==> config.mk <==
export PLATFORM = sky130hd
export DESIGN_NAME = iter_mul64
export DESIGN_NICKNAME = d
export VERILOG_FILES = /design/src/rtl/mul_pkg.sv /design/src/rtl/Big64full_adder.sv /design/src/rtl/iter_mul64.sv
export SDC_FILE = /design/constraint.sdc
export NUM_CORES = 1
export LEC_CHECK = 0
export ABC_AREA = 0
export BUFFER_PORTS_ARGS = -buffer_cell sky130_fd_sc_hd__buf_2
export CORE_MARGIN = 2
export CORE_UTILIZATION = 50
export CTS_CLUSTER_DIAMETER = 200
export CTS_CLUSTER_SIZE = 8
export DETAILED_ROUTE_END_ITERATION = 16
export PLACE_DENSITY = 0.81
export SYNTH_ARGS = -nofsm -noshare
export SYNTH_HDL_FRONTEND = slang
export SYNTH_HIERARCHICAL = 1
export SYNTH_SLANG_ARGS = --single-unit
==> constraint.sdc <==
create_clock -name clk -period 36.7 [get_ports clk]
set_clock_uncertainty 0.1 [all_clocks]
set_input_delay 5.505 -clock clk [delete_from_list [all_inputs] [get_ports clk]]
set_output_delay 5.505 -clock clk [all_outputs]
set_load 0.02 [all_outputs]
==> src/rtl/mul_pkg.sv <==
// Shared types and constants for the iterative 64x64 multiplier.
package mul_pkg;

  typedef enum logic [1:0] {
    IDLE = 2'd0,
    RUN  = 2'd1,
    DONE = 2'd2
  } state_e;

  localparam int MUL_ITERS = 64;
  localparam int CNT_W     = 7;

endpackage

==> src/rtl/Big64full_adder.sv <==
// 64-bit ripple-carry adder; the carry out of bit 63 is not exposed since
// its only consumer truncates to 64 bits.
module Big64full_adder (
  input  logic [63:0] a_i,
  input  logic [63:0] b_i,
  input  logic        cin_i,
  output logic [63:0] sum_o
);

  // Ripple the carry bit by bit from the LSB.
  always_comb begin
    logic c;
    c     = cin_i;
    sum_o = 64'd0;
    for (int i = 0; i < 64; i++) begin
      sum_o[i] = a_i[i] ^ b_i[i] ^ c;
      c        = (a_i[i] & b_i[i]) | (c & (a_i[i] ^ b_i[i]));
    end
  end

endmodule

==> src/rtl/iter_mul64.sv <==
// Multi-cycle shift-and-add multiplier producing the low 64 bits of a*b,
// with start/done handshake and zero/negative flags on the result.
module iter_mul64
  import mul_pkg::*;
#(
  parameter bit EARLY_EXIT = 1'b1
) (
  input  logic        clk,
  input  logic        reset,
  input  logic        start,
  input  logic [63:0] a,
  input  logic [63:0] b,
  output logic        busy,
  output logic        done,
  output logic [63:0] product,
  output logic        zero,
  output logic        negative
);

  state_e             state_q, state_d;
  logic [63:0]        acc_q, acc_d;
  logic [63:0]        mcand_q, mcand_d;
  logic [63:0]        mplier_q, mplier_d;
  logic [CNT_W-1:0]   cnt_q, cnt_d;
  logic [63:0]        product_q;
  logic               zero_q;
  logic               negative_q;
  logic [63:0]        sum_s;
  logic               load_s;

  Big64full_adder u_adder (
    .a_i   (acc_q),
    .b_i   (mcand_q),
    .cin_i (1'b0),
    .sum_o (sum_s)
  );

  // Next-state and datapath update for one shift-and-add step.
  always_comb begin
    state_d  = state_q;
    acc_d    = acc_q;
    mcand_d  = mcand_q;
    mplier_d = mplier_q;
    cnt_d    = cnt_q;
    case (state_q)
      IDLE: begin
        if (start) begin
          acc_d    = 64'd0;
          mcand_d  = a;
          mplier_d = b;
          cnt_d    = {CNT_W{1'b0}};
          state_d  = (EARLY_EXIT && (b == 64'd0)) ? DONE : RUN;
        end else begin
          state_d = IDLE;
        end
      end
      RUN: begin
        if (mplier_q[0]) begin
          acc_d = sum_s;
        end else begin
          acc_d = acc_q;
        end
        mcand_d  = mcand_q << 1;
        mplier_d = mplier_q >> 1;
        cnt_d    = cnt_q + {{(CNT_W-1){1'b0}}, 1'b1};
        if ((cnt_q == CNT_W'(MUL_ITERS - 1)) || (EARLY_EXIT && (mplier_d == 64'd0))) begin
          state_d = DONE;
        end else begin
          state_d = RUN;
        end
      end
      DONE:    state_d = IDLE;
      default: state_d = IDLE;
    endcase
  end

  // Result is captured on the transition into DONE, including the final add.
  assign load_s = (state_d == DONE) && (state_q != DONE);

  // State, datapath and result registers.
  always_ff @(posedge clk or posedge reset) begin
    if (reset) begin
      state_q    <= IDLE;
      acc_q      <= 64'd0;
      mcand_q    <= 64'd0;
      mplier_q   <= 64'd0;
      cnt_q      <= {CNT_W{1'b0}};
      product_q  <= 64'd0;
      zero_q     <= 1'b1;
      negative_q <= 1'b0;
    end else begin
      state_q  <= state_d;
      acc_q    <= acc_d;
      mcand_q  <= mcand_d;
      mplier_q <= mplier_d;
      cnt_q    <= cnt_d;
      if (load_s) begin
        product_q  <= acc_d;
        zero_q     <= (acc_d == 64'd0);
        negative_q <= acc_d[63];
      end
    end
  end

  assign busy     = (state_q != IDLE);
  assign done     = (state_q == DONE);
  assign product  = product_q;
  assign zero     = zero_q;
  assign negative = negative_q;

endmodule
---- After elaboration in Yosys (flattened, before gate mapping) ----
Index checks and enable logic that the tools add are counted.
word-level totals
  flip-flop bits (word level) ............. 267
  input bits .............................. 131
  output and inout port bits .............. 68
  logic and storage cells ................. 351
cells by class
  $add $sub $neg .......................... 1
  eq/ne operators ......................... 6
  mux-type cells .......................... 13
  bitwise logic cells ..................... 314
  reduce and logical (&&, ||, !) cells .... 9
operator list
  operator             count
  $pmux 64 s2          3
  $mux 64              4
  $logic_not 64->1     3
  $xor 1x1->1          127
  $and 1x1->1          125
  $or 1x1->1           62
  $pmux 7 s2           1
  $add 7x1->7 const B  1
  $eq 7x6->1 const B   1
  $mux 7               1
  $mux 2               3
  $eq 2x2->1 const B   2
  $ne 2x2->1 const B   2
  $pmux 2 s2           1
  $reduce_bool 2->1    2
  $eq 2x1->1 const B   1
  $logic_not 2->1      1
  $reduce_and 2->1     1
  $logic_and 1x1->1    1
  $logic_or 1x1->1     1

---- Depth between registers and ports, before layout ----
Gate-level depths: netlist (run 1).
  depth after elaboration ................. 129
  mapped depth ............................ 70

---- By module ----
The synthesis (run 1) kept the hierarchy.
by module, submodules not included
  module           instances  cells an instance  area each (µm²)  sequential area each (µm²)
  iter_mul64       1          1058               11452.2          6657.6
  Big64full_adder  1          69                 1303.8           0.0

---- Worst setup path before layout (run 1) ----
Ideal clock, no wire load.
  kind .................................... reg-to-reg
  from .................................... register acc_q[0]
  to ...................................... register zero_q (netlist: zero)
  arrival ................................. 25228 ps
  data required time ...................... 36538 ps
  slack ................................... 11311 ps
  stages on the path, launching flop included .. 71
  buffers on the path ..................... 0
  clock period less this slack ............ 25389 ps
  cell sequence ........................... dfrtp_1 fa_1 fa_1 fa_1 fa_1 fa_1 fa_1 fa_1 fa_1 fa_1 fa_1 fa_1 fa_1 fa_1 fa_1 fa_1 fa_1 inv_1 [... 35 more ...] fa_1 fa_1 fa_1 fa_1 fa_1 fa_1 fa_1 fa_1 fa_1 fa_1 fa_1 fa_1 fa_1 xor3_1 a22oi_1 inv_1 nor4_1 a41o_1
on the way
  longest elaborated chain between the ends .. 129
RTL lines
  element                   RTL line               source
  start: declaration        iter_mul64.sv:21       logic [63:0] acc_q, acc_d;
  start signal: assignment  iter_mul64.sv:84       acc_q <= 64'd0;
  start signal: assignment  iter_mul64.sv:93       acc_q <= acc_d;
  $and 1x1->1 (2 in a row)  Big64full_adder.sv:17  c = (a_i[i] & b_i[i]) | (c & (a_i[i] ^ b_i[i]));
  $or 1x1->1                Big64full_adder.sv:17
  $and 1x1->1               Big64full_adder.sv:17
  $or 1x1->1                Big64full_adder.sv:17
  $and 1x1->1               Big64full_adder.sv:17
  $or 1x1->1                Big64full_adder.sv:17
  $and 1x1->1               Big64full_adder.sv:17
  $or 1x1->1                Big64full_adder.sv:17
  [... 114 more ...]        --
  $and 1x1->1               Big64full_adder.sv:17
  $or 1x1->1                Big64full_adder.sv:17
  $xor 1x1->1               Big64full_adder.sv:16  sum_o[i] = a_i[i] ^ b_i[i] ^ c;
  via sum_s[63]             iter_mul64.sv:28       logic [63:0] sum_s;
  $mux 64                   iter_mul64.sv:58       if (mplier_q[0]) begin
  $pmux 64 s2               iter_mul64.sv:45       case (state_q)
  via acc_d[63]             iter_mul64.sv:21
  $logic_not 64->1          iter_mul64.sv:99       zero_q <= (acc_d == 64'd0);
  end signal: assignment    iter_mul64.sv:99
  end: declaration          iter_mul64.sv:26       logic zero_q;
The timed path passes the listed nets, and every way through them passes these cells.
A chain may end at the register's enable or synchronous reset.

---- Final worst setup path (run 1) ----
Ends and elaborated chain as after synthesis.

==> summary.md, run 1 <==
| Metric | Value |
|---|---|
| Final period util | 73.5% |
| Peak supply drop | 0.0000411 V |
| Vias post-DR | 10300 |
| CTS sink cnt | 266 |
| Vias in the first global route | 10200 |
| Critical path endpoint category | register |
| Leakage Power | 7.13 nW |
| Final setup TNS | 0 ns |
| RSZ-0062 raised after global routing | no |
| Clock latency on the worst-skew pair | 0.52 ns |
| CP required | 37.06 ns |
| Met1 WL | 14200 µm |
| Inst Count DP | 1582 |
| Fin nets | 1488 |
| Setup crit start kind | register |
| CP most frequent cell | fa_1 |
| CP max FO | 2 |
| Most frequent cells in the layout | dfrtp_1, buf_2, a22oi_1, o21ai_0, nand2_1 |
| Register bit total from synthesis | 266 |
| Global-route wire length before repair | 55900 µm |
| Critical path class | reg -> reg |
| CTS H-tree lvls | 2 |
| Cell Area, Placed | 13900 µm² |
| Final WL | 35200 µm |
| Worst Setup Slack post-DPL | 10.10 ns |
| Cts-stage hold buffer count | 0 |
| Placer congestion estimate | 0.878 |
| Slowest-stage cell, CP | fa_1 |
| Port buffer count | 198 |
| Met2 WL post-DR | 16700 µm |
| Total Die Area | 26800 µm² |
| Die W | 164 µm |
| DRC | 0 |
| Final hold slack | 0.378 ns |
| Row count | 58 |
| Clk buf depth | 3 |
| DRT Pass-1 Iters | 6 |
| Worst-margin pin slew | 1.05 ns |
| Initial Utilization | 50.8% |
| Core ar. | 25100 µm² |
| Peak Freq | 37.1 MHz |
| Layout Cells excl Fill | 1639 |
| Final hold viol count | 0 |
| Core Util, Final | 59.7% |
| Post-Syn Instances | 1127 |
| Critical path's largest stage delay | 0.45 ns |
| Pin count of the biggest net entering global routing | 106 |
| Clock buffer count from CTS | 39 |
| Total power | 1.25 mW |
| Initial drt markers | 1149 |
| Setup ws final | 9.71 ns |
| PD cells | 83.5 nW/µm² |
| Cell area after layout | 15000 µm² |
| Share of cells above drive strength 1 | 22.7% |
| Most common cell after layout, fill and taps aside | dfrtp_1 |
| GRT Overall Usage | 26.7% |
| Synthesized cell area | 12800 µm² |
| Top FF cell, synth | dfrtp_1 |
| Routed wl met3 | 3160 µm |
| Ports | 199 |
| Final Max Tran Viols | 0 |
| GR Overflow Total | 0 |
| Worst EP arrival | 27.34 ns |
| Cell variety after synth | 42 |
| Area growth syn-to-layout | 17.5% |
| Synth Area per Inst | 11.3 µm² |
| TritonCTS clock tree | yes |
| Detailed Place HPWL | 23500 µm |
| Top routing layer used | met5 |
| Max_cap viols | 0 |
| Syn_nets | 1322 |
| Worst-path clk slew | 0.05 ns |
| Seq/Total Area, Yosys | 52.2% |
| Post-CTS setup buffer count | 0 |
| Post-synth EDFFs | 0 |
| Mean routed wirelength per cell | 21.5 µm |
| Vias per Instance | 6.27 |
| Final min period | 26.99 ns |
| Root Driver | clkbuf_16 |
| Ys async rst share | 100% |
| Status | completed |
| Headroom to the max-slew limit | 29.7% |
| # setup viols final | 0 |
| Synth warn | 6 |
| Post-CTS sizing | 0 |
| Die H | 164 µm |
| Initial antenna violation count | 4 |
| Hold WC Path Type | reg -> reg |
| Antenna violation net count after detailed routing | 0 |
==> sequential cells by signal, indices dropped and copies added (netlist names) <==
register	flops
cnt_q	7
mplier_q	64
product	64
zero	1
acc_q	64
state_q	2
mcand_q	64
==> Yosys cell counts, types with 2 or more instances <==
| cell type | number | share of area [%] |
|---|---|---|
| a21oi_1 | 30 | 1.2 |
| a22o_1 | 48 | 3.3 |
| a22oi_1 | 188 | 11 |
| a31oi_1 | 2 | 0.098 |
| a32o_1 | 5 | 0.39 |
| a32oi_1 | 2 | 0.14 |
| and3_1 | 2 | 0.098 |
| buf_1 | 8 | 0.24 |
| buf_2 | 9 | 0.35 |
| buf_4 | 8 | 0.47 |
| buf_6 | 5 | 0.44 |
| clkbuf_1 | 56 | 1.6 |
| dfrtp_1 | 265 | 52 |
| fa_1 | 63 | 9.9 |
| inv_1 | 31 | 0.91 |
| inv_2 | 2 | 0.059 |
| mux2_1 | 11 | 0.97 |
| mux2_2 | 27 | 2.4 |
| nand2_1 | 96 | 2.8 |
| nand2b_1 | 2 | 0.098 |
| nand3_1 | 3 | 0.12 |
| nand4_1 | 18 | 0.88 |
| nor2_1 | 39 | 1.1 |
| nor2b_1 | 3 | 0.15 |
| nor3_1 | 2 | 0.078 |
| nor4_1 | 49 | 2.4 |
| o21ai_0 | 138 | 5.4 |
==> cell families after synthesis <==
family,share of synthesized area (%)
buffers and inverters,4.16
flip-flops,52.2
AO/OA/AOI/OAI,22.0
AND/OR/NAND/NOR,8.05
adder cells (fa/ha/maj),9.99
XOR/XNOR,0.186
other,0.0294
multiplexers,3.35
==> layer usage <==
layer	global-route usage (%)	vias to the layer above
met3	6.04	89
met1	36.7	5152
met5	0	-
met4	9.09	4
li1	-	4519
met2	42.4	510
==> report_power, final <==
group / switching, mW / internal (mW)
logic: 0.243 / 0.185
clock network: 0.125 / 0.196
registers: 0.112 / 0.390
==> path summary, 6_finish.rpt <==
kind / start / to / slack, ns / cells after the start
max: acc_q[0] / zero / 9.71 / 70
min: product[8] / product[8] / 0.38 / 1
max reg2reg: acc_q[0] / zero / 9.71 / 70
min reg2reg: product[8] / product[8] / 0.38 / 1
max in group asynchronous: reset / product[31] / 29.02 / 4
min in group asynchronous: reset / mplier_q[13] / 5.03 / 2
==> final cells by class <==
type | instances | area, µm²
fill | 2051 | 10100
sequential | 266 | 6670
multi-input combinational | 741 | 5600
timing repair buffer | 212 | 1100
clock buffer | 51 | 1040
tap | 330 | 413
inverter | 33 | 131
clock inverter | 3 | 33.8
antenna | 3 | 7.51
==> worst max-delay path: cells and delay by family (launching register included) <==
kind	cells	cell delay, ns
flip-flops	1	0.39
buffers and inverters	3	0.23
AO/OA/AOI/OAI	2	0.44
AND/OR/NAND/NOR	1	0.32
adder cells (fa/ha/maj)	63	25.06
XOR/XNOR	1	0.37
(Power assumes the default switching activity.)
==> run 2, diff against run 1 <==
PLACE_DENSITY = 0.83   (was 0.81)
clock period = 22.3 ns   (was 36.7 ns; I/O delays follow)
==> run 2 against run 1 <==
Net effect: the run now ends with setup timing left; combinational power up 81%; hold slack worse by 0.00071 ns; via count grew 1.9%; global-route usage grew 0.31 points; utilization rose by 0.82 points; cell area is 1.4% higher; clock-buffer cell count is 4 lower; final cell count unchanged; power grew 70%; sequential share of layout area down 0.60 points.
==> summary.md, run 2 (synthesis gave the netlist of run 1 again) <==
| Metric | Value |
|---|---|
| Final min period | 23.58 ns |
| DRT Pass-1 Iters | 6 |
| TritonCTS clock tree | yes |
| Die H | 164 µm |
| PD cells | 140 nW/µm² |
| Die W | 164 µm |
| Inst Count DP | 1584 |
| Port buffer count | 198 |
| Most common cell after layout, fill and taps aside | dfrtp_1 |
| Most frequent cells in the layout | dfrtp_1, buf_2, a22oi_1, o21ai_0, nand2_1 |
| Layout Cells excl Fill | 1639 |
| Worst-margin pin slew | 1.14 ns |
| Total Die Area | 26800 µm² |
| Worst EP arrival | 23.93 ns |
| Worst-path clk slew | 0.05 ns |
| CP most frequent cell | fa_2 |
| Slowest-stage cell, CP | fa_2 |
| Initial drt markers | 1181 |
| Vias post-DR | 10500 |
| Final hold slack | 0.377 ns |
| CTS H-tree lvls | 2 |
| Initial Utilization | 50.8% |
| Clock latency on the worst-skew pair | 0.52 ns |
| CP max FO | 2 |
| Peak Freq | 42.4 MHz |
| Detailed Place HPWL | 24100 µm |
| Setup ws final | -1.28 ns |
| Cts-stage hold buffer count | 0 |
| Final Max Tran Viols | 0 |
| Clk buf depth | 3 |
| Pin count of the biggest net entering global routing | 118 |
| Critical path's largest stage delay | 0.47 ns |
| Hold WC Path Type | reg -> reg |
| Core ar. | 25100 µm² |
| Root Driver | clkbuf_16 |
| CP required | 22.65 ns |
| Vias per Instance | 6.39 |
| Initial antenna violation count | 4 |
| Setup crit start kind | register |
| Leakage Power | 7.04 nW |
| Placer congestion estimate | 0.877 |
| Critical path class | reg -> reg |
| Final hold viol count | 0 |
| Clock buffer count from CTS | 39 |
| Headroom to the max-slew limit | 23.9% |
| Vias in the first global route | 10200 |
| Global-route wire length before repair | 56400 µm |
| Worst Setup Slack post-DPL | -1.19 ns |
| DRC | 0 |
| Violated checks | setup timing |
| Status | complete, but fails checks |
| Antenna violation net count after detailed routing | 0 |
| Core Util, Final | 60.5% |
| Max_cap viols | 0 |
| Critical path endpoint category | register |
| Ports | 199 |
| Peak supply drop | 0.0000657 V |
| GR Overflow Total | 0 |
| Mean routed wirelength per cell | 22.1 µm |
| # setup viols final | 10 |
| RSZ-0062 raised after global routing | yes |
| Row count | 58 |
| Final WL | 36200 µm |
| Fin nets | 1493 |
| CTS sink cnt | 266 |
| GRT Overall Usage | 27.1% |
| Area growth syn-to-layout | 19.1% |
| Share of cells above drive strength 1 | 28.4% |
| Final setup TNS | -7.33 ns |
| Final period util | 106% |
run 2: cell count changes in the layout (fill, tap and decap cells not counted), moves of 3 or more:
| cell | before | now |
|---|---|---|
| buf_4 | 14 | 19 |
| fa_1 | 63 | 1 |
| nor4_1 | 49 | 46 |
| clkbuf_1 | 11 | 8 |
| fa_2 | 0 | 62 |
run 2: cell type report:
| class | count | area (µm²) |
|---|---|---|
| clock buffers | 47 | 1010 |
| flip-flops and latches | 266 | 6670 |
| inverters | 33 | 131 |
| repair buffers | 217 | 1130 |
| fillers | 1975 | 9920 |
| multi-input cells | 741 | 5800 |
| diodes | 2 | 5.00 |
| clock inverters | 3 | 41.3 |
| well taps | 330 | 413 |
run 2: path summary, 6_finish.rpt:
path	startpoint	endpoint	slack [ns]	depth (start not counted)
hold reg to reg	product[27]	product[27]	0.38	1
setup / recovery	mcand_q[0]	zero	-1.28	70
hold / removal	product[27]	product[27]	0.38	1
setup reg to reg	mcand_q[0]	zero	-1.28	70
min in group asynchronous	reset	mplier_q[2]	2.85	2
max in group asynchronous	reset	product[8]	16.78	4
run 2: through the flow:
step                cell area [µm²]  power, mW
CTS                           15100       2.10
floorplan                     12900       1.29
global route                  15200       2.24
finish                        15200       2.13
detailed placement            14100       1.56
global placement              14100       1.52
run 2: layer usage:
layer	vias to the layer above	share of wire, %	GRT usage, %
met4	4	3.7	10.9
li1	4528	-	-
met3	83	9.6	5.86
met2	585	47	42.1
met1	5274	39	37.3
met5	-	0.058	0
run 2: what timing repair did:
item | in CTS | in global routing
pin swaps | 0 | 8
setup endpoints to repair | 9 | 11
gates resized for setup | 2 | 5
gates cloned | 0 | 0
setup buffers | 2 | 1
run 2: report_power, final:
part / leakage, nW / total (mW) / switching (mW) / internal, mW
Sequential: 3.50 / 0.833 / 0.191 / 0.642
Combinational: 3.02 / 0.775 / 0.431 / 0.344
Clock: 0.508 / 0.517 / 0.204 / 0.314
Total: 7.04 / 2.13 / 0.826 / 1.30
run 2: critical path, delay by kind of cell, from the launching register on:
| kind | cells | cell delay, ns |
|---|---|---|
| AND/OR/NAND/NOR | 4 | 0.68 |
| AO/OA/AOI/OAI | 2 | 0.44 |
| buffers and inverters | 2 | 0.14 |
| adder cells (fa/ha/maj) | 62 | 21.73 |
| flip-flops | 1 | 0.39 |
